`src/rtl/vnu_pkg.sv`:
```
// Shared VNU types and sizing helpers: default message width, FSM states,
// internal sum width and the symmetric sign-magnitude limits.
package vnu_pkg;

  localparam int VNU_DATA_WIDTH = 6;

  typedef enum logic {
    ACC  = 1'b0,
    EMIT = 1'b1
  } vnu_state_t;

  // Enough headroom for llr + dv messages and the signed subtraction after it
  function automatic int vnu_sum_w(input int dw, input int dv);
    return dw + $clog2(dv + 1) + 1;
  endfunction

  // -2^(dw-1) has no sign-magnitude encoding, so the range is symmetric
  function automatic int vnu_sym_max(input int dw);
    return (1 << (dw - 1)) - 1;
  endfunction

  localparam int VNU_SYM_MAX = (1 << (VNU_DATA_WIDTH - 1)) - 1;
  localparam int VNU_SYM_MIN = -VNU_SYM_MAX;

endpackage

```
`src/rtl/vnu_sat.sv`:
```
// Combinational symmetric saturator: wide signed value to OUT_W bits, clamped to +/-(2^(OUT_W-1)-1).
// Zero latency, no flow control.
module vnu_sat
  import vnu_pkg::*;
#(
  parameter int IN_W  = 9,
  parameter int OUT_W = VNU_DATA_WIDTH
) (
  input  logic signed [IN_W-1:0]  din,
  output logic signed [OUT_W-1:0] dout
);

  localparam logic signed [IN_W-1:0] HI = IN_W'(vnu_sym_max(OUT_W));
  localparam logic signed [IN_W-1:0] LO = -HI;

  always_comb begin
    dout = din[OUT_W-1:0];
    if (din > HI) begin
      dout = HI[OUT_W-1:0];
    end else if (din < LO) begin
      dout = LO[OUT_W-1:0];
    end
  end

endmodule

```
`src/rtl/vnu_serial_acc.sv`:
```
// Serial VNU accumulator: DV messages in, then DV saturated extrinsic messages out (2*DV cycles/node).
// Full valid/ready on both sides, never both at once; VNU_HARD_DEC_EN adds the hard_bit output.
module vnu_serial_acc
  import vnu_pkg::*;
#(
  parameter int DATA_WIDTH = VNU_DATA_WIDTH,
  parameter int DV         = 3,
  localparam int IDX_W     = ($clog2(DV) > 1) ? $clog2(DV) : 1
) (
  input  logic                  clk,
  input  logic                  rst,
  input  logic [DATA_WIDTH-1:0] llr_in,
  input  logic                  in_valid,
  output logic                  in_ready,
  input  logic [DATA_WIDTH-1:0] in_msg,
  output logic                  out_valid,
  input  logic                  out_ready,
  output logic [DATA_WIDTH-1:0] out_msg,
  output logic [IDX_W-1:0]      out_idx
`ifdef VNU_HARD_DEC_EN
  ,
  output logic                  hard_bit
`endif
);

  localparam int SUM_W = vnu_sum_w(DATA_WIDTH, DV);
  localparam logic [IDX_W-1:0] LAST = IDX_W'(DV - 1);

  vnu_state_t state_q, state_d;
  logic [IDX_W-1:0]              cnt_q;
  logic [IDX_W-1:0]              k_q;
  logic signed [SUM_W-1:0]       sum_q;
  logic signed [SUM_W-1:0]       sum_d;
  logic signed [SUM_W-1:0]       ext_d;
  logic signed [DATA_WIDTH-1:0]  msg_buf [DV];
  logic                          in_acc;
  logic                          out_hs;

  always_comb begin
    state_d   = state_q;
    in_ready  = 1'b0;
    out_valid = 1'b0;
    case (state_q)
      ACC: begin
        in_ready = 1'b1;
        if (in_valid && cnt_q == LAST) state_d = EMIT;
      end
      EMIT: begin
        out_valid = 1'b1;
        if (out_ready && k_q == LAST) state_d = ACC;
      end
    endcase
  end

  assign in_acc = in_valid && in_ready;
  assign out_hs = out_valid && out_ready;

  // llr_in only matters on the first message of a node
  assign sum_d = (cnt_q == '0 ? SUM_W'($signed(llr_in)) : sum_q) + SUM_W'($signed(in_msg));
  assign ext_d = sum_q - SUM_W'(msg_buf[k_q]);

  always_ff @(posedge clk or posedge rst) begin
    if (rst) begin
      state_q <= ACC;
      cnt_q   <= '0;
      k_q     <= '0;
      sum_q   <= '0;
      for (int i = 0; i < DV; i++) msg_buf[i] <= '0;
    end else begin
      state_q <= state_d;
      if (in_acc) begin
        sum_q          <= sum_d;
        msg_buf[cnt_q] <= $signed(in_msg);
        cnt_q          <= (cnt_q == LAST) ? '0 : cnt_q + 1'b1;
      end
      if (out_hs) begin
        k_q <= (k_q == LAST) ? '0 : k_q + 1'b1;
      end
    end
  end

  vnu_sat #(
    .IN_W (SUM_W),
    .OUT_W(DATA_WIDTH)
  ) u_sat (
    .din (ext_d),
    .dout(out_msg)
  );

  assign out_idx = k_q;

`ifdef VNU_HARD_DEC_EN
  // Captured with the final sum so it holds steady outside EMIT
  logic hard_q;

  always_ff @(posedge clk or posedge rst) begin
    if (rst) begin
      hard_q <= 1'b0;
    end else if (in_acc && cnt_q == LAST) begin
      hard_q <= sum_d[SUM_W-1];
    end
  end

  assign hard_bit = hard_q;
`endif

endmodule

```
`config.mk`:
```
export PLATFORM = sky130hd
export DESIGN_NAME = vnu_serial_acc
export DESIGN_NICKNAME = d
export VERILOG_FILES = /design/src/rtl/vnu_pkg.sv /design/src/rtl/vnu_sat.sv /design/src/rtl/vnu_serial_acc.sv
export SDC_FILE = /design/constraint.sdc
export NUM_CORES = 1
export LEC_CHECK = 0
export ABC_CLOCK_PERIOD_IN_PS = 3700
export BUFFER_PORTS_ARGS = -buffer_cell sky130_fd_sc_hd__buf_2
export CAP_MARGIN = 20
export CORE_MARGIN = 2
export CORE_UTILIZATION = 45
export DETAILED_ROUTE_END_ITERATION = 8
export RECOVER_POWER = 50
export SYNTH_ARGS = -nofsm -noshare
export SYNTH_HDL_FRONTEND = slang
export SYNTH_SLANG_ARGS = --single-unit
```
`constraint.sdc`:
```
create_clock -name clk -period 3.7 [get_ports clk]
set_input_delay 0.37 -clock clk [delete_from_list [all_inputs] [get_ports clk]]
set_output_delay 0.37 -clock clk [all_outputs]
set_load 0.03 [all_outputs]
```
==> flow_summary_export.csv <==
group,metric,value,unit
critical_path,r2r_start,"cnt_q[0]",
status,status,"finished, final reports clean",
timing,tightest_slew,0.867,ns
global_routing,grt.total_usage,20.9,%
timing,slew_viol_final,0,
die,die_x,75.1,um
timing,setup_slack,0.222,ns
critical_path,endpoint,"out_msg[2]",
die,row_count,25,
cts,cts.sinks,32,
synth,ys_ff_latch,32,
route,drt_first_pass_iters,4,
timing,max_freq,0.288,GHz
placed_design,dp.cells,332,
route,ant_nets,0,
synth,syn_nets,273,
placed_design,dp_hpwl,3.83,mm
timing,skew,0.00402,ns
synth,synth_compound_gate_area_share,16.8,%
critical_path,critical_path.top_delay_family,"compound AO/OA/AOI/OAI gates",
synth,syn-cell-area,2270,um2
critical_path,r2r_setup_slack,0.90,ns
critical_path,regToRegEndpoint,"sum_q[8]",
timing,slew-limit-headroom,42.2,%
die,die-area,5640,um2
synth,yosysUniqueCellTypes,50,
critical_path,worstPathRequired,3.33,ns
cts,cts_htree_levels,2,
cts,clockBufferDepth,2,
timing,setup_viol,0,
critical_path,worstSetupStartpoint,"out_idx[1]",
synth,ys_warn_count,0,
critical_path,worstPathCellList,"mux2i_1 -> o21ai_2 -> ha_2 -> inv_1 -> fa_2 -> a21o_1 -> a221oi_2 -> o21ai_1 -> xor3_2 -> o21bai_4 -> a22oi_2 -> buf_4",
critical_path,crit_path_start_kind,"flop",
cts,cts-root-buf,"clkbuf_8",
die,io_pins,26,
cts,cts_hold_buf,0,
placed_design,post-place-ws,0.235,ns
cells_and_area,n_antenna_cell,0,
timing,timing.final.hold_violations,0,
placed_design,port_buffers,25,
critical_path,cp.depth,12,
synth,muxShareOfSynthArea,12.1,%
critical_path,slowest_delay,0.48,ns
cells_and_area,post-route-cell-area,2720,um2
critical_path,worstPathMaxFanout,8,
job,maxCapViolations,0,
timing,whs,0.179,ns
route,vias,1819,
cts,clk_latency,0.29,ns
min_path,min_path_type,"in -> async",
global_routing,antenna_found_initial,0,
synth,yosys.area_share.simple,18.1,%
die,die_h,75.1,um
critical_path,crit_arrival,3.11,ns
global_routing,grt_max_degree,21,
synth,syn_avg_cell_area,9.51,um2
timing,finalWorstPathRequiredPeriod,3.48,ns
critical_path,cp-end-kind,"output pin",
cts,tritoncts,"yes",
route,finalWirelength,5.12,mm
synth,synth_top_family_by_area,"simple AND/OR/NAND/NOR gates",
die,core,4790,um2
critical_path,slowest_stage,"dfrtp_2",
timing,post-route-period-util,94.0,%
global_routing,grt_pass1_wl,8.69,mm
cells_and_area,stdcell_count,344,
global_routing,gr-total-overflow,0,
critical_path,reg2reg_depth,11,
global_routing,grt_pass1_vias,1778,
cells_and_area,area_growth,19.6,%
cells_and_area,final_nets,310,
placed_design,dpl-instance-area,2500,um2
critical_path,crit_type,"reg -> out",
die,start_util,47.5,%
synth,seq_area_frac_synth,35.2,%
route,drtIter0Drc,71,
synth,synth_cells,239,
synth,synth_xor_xnor_area_share,4.95,%
route,avgRoutedWirePerCell,14.9,um
route,via_per_inst,5.29,
cts,numCtsBuffers,5,
placed_design,place_congestion,0.814,
critical_path,crit_buf_inv,2,
route,drcViolationCount,0,
synth,synth_fa_ha_area_share,10.6,%
cells_and_area,drive_gt1_share,26.7,%
cts,clkTransAtPathRegs,0.08,ns
==> sequential cells by signal, summed over array words and instances (netlist names) <==
signal and count:
msg_buf 18, sum_q 9, cnt_q 2, out_idx 2, state_q 1
==> how the worst min path moves through the flow <==
| stage | to | slack [ns] | cells after the start |
|---|---|---|---|
| finish | msg_buf[9] | 0.18 | 2 |
| global route | msg_buf[9] | 0.23 | 2 |
| detailed placement | msg_buf[3] | 0.48 | 1 |
| floorplan | msg_buf[0] | 0.46 | 1 |
| global placement | msg_buf[3] | 0.47 | 1 |
| CTS | msg_buf[9] | 0.20 | 2 |
==> cells in the mapped netlist, drive strengths merged <==
| library cell | number | area, um2 |
|---|---|---|
| a31oi | 1 | 6.26 |
| nor3b | 3 | 27.5 |
| o21ba | 1 | 10.0 |
| nor3 | 3 | 15.0 |
| or2 | 3 | 18.8 |
| buf | 2 | 15.0 |
| nand2b | 4 | 25.0 |
| a311oi | 1 | 8.76 |
| o211a | 1 | 10.0 |
| mux2i | 6 | 60.1 |
| xor2 | 4 | 35.0 |
| a221o | 1 | 10.0 |
| o2bb2a | 1 | 10.0 |
| a22oi | 3 | 22.5 |
| clkbuf | 3 | 11.3 |
| and2 | 1 | 6.26 |
| o21bai | 3 | 33.8 |
| a21o | 5 | 37.5 |
| a21oi | 11 | 58.8 |
| nand3 | 4 | 20.0 |
| xnor2 | 6 | 52.6 |
| dfrtp | 32 | 801 |
| o221a | 1 | 11.3 |
| fa | 2 | 40.0 |
| xor3 | 1 | 25.0 |
| nor2b | 5 | 33.8 |
| o22ai | 1 | 6.26 |
| ha | 16 | 200 |
| inv | 7 | 26.3 |
| a211oi | 3 | 35.0 |
| o21a | 1 | 7.51 |
| mux2 | 19 | 214 |
| o21ai | 13 | 65.1 |
| a221oi | 2 | 23.8 |
| nor2 | 18 | 67.6 |
| nand4b | 1 | 8.76 |
| o41a | 1 | 11.3 |
| o211ai | 2 | 15.0 |
| nand2 | 44 | 165 |
| or4b | 1 | 10.0 |
| and3 | 2 | 12.5 |
==> per-layer routing <==
layer  wire [um]  vias to the layer above  share of wire (%)  track usage, %
met5           0                        -                  0               0
met4          34                        0               0.66            4.76
met3         144                        5                2.8            4.42
met2        2340                       22                 46            32.4
met1        2600                      870                 51            30.1
li1            -                      922                  -               -
==> per-stage QoR <==
step	setup TNS, ns	util, %
final	0	56.8
after global routing	-0.0265	56.8
after CTS	0	54.7
after detailed placement	0	52.3
after global placement	0	52.3
after floorplan	-0.257	-
==> placed cells by master (no fill, tap or decap), types with 2 or more instances in the layout <==
cell,instances
buf_2,18
o21bai_1,2
a21o_1,5
dfrtp_1,31
xnor2_1,6
clkbuf_8,5
nor3b_1,2
o21ai_0,9
mux2_1,6
clkbuf_1,4
nor3_1,2
and3_1,2
buf_4,12
mux2i_1,6
mux2_2,13
ha_1,14
nand3_1,4
nand2_1,43
inv_1,7
nor2b_1,4
nand2b_1,4
or2_1,2
xor2_1,4
a22oi_2,3
o211ai_1,2
o21ai_1,3
nor2_1,18
a21oi_1,9
==> worst register-to-register path: stages, from the launching register on <==
cell and delay (ns):
dfrtp_1 0.41, nor2_1 0.11, buf_4 0.18, nand2_1 0.07
o21ai_0 0.08, ha_1 0.23, fa_1 0.41, a21oi_1 0.28
o211ai_1 0.18, o41a_1 0.34, xnor2_1 0.15, o221a_2 0.25
==> area by class of cell <==
| class | instances | area [um2] |
|---|---|---|
| Fill cell | 447 | 2070 |
| Sequential cell | 32 | 802 |
| Timing Repair Buffer | 35 | 206 |
| Clock inverter | 3 | 42.5 |
| Clock buffer | 5 | 68.8 |
| Inverter | 7 | 26.3 |
| Tap cell | 67 | 83.8 |
| Multi-Input combinational cell | 195 | 1490 |
==> logic make-up after synthesis <==
family,count (synthesis)
xor gates and xnor gates,11
AOI/OAI and AO/OA,52
buffers and inverters,12
adders and majority gates,18
and+or+nand+nor,89
muxes,25
DFF,32
==> timing repair <==
item                                    CTS  global route
endpoints found under the hold margin     0             0
gates resized for setup                   4            20
setup buffers                             0             4
pin swaps                                 0             8
endpoints found under the setup margin    5             5
Power is not shown: default switching activity piles up to over one toggle a cycle in this logic, so the estimate is an artifact.
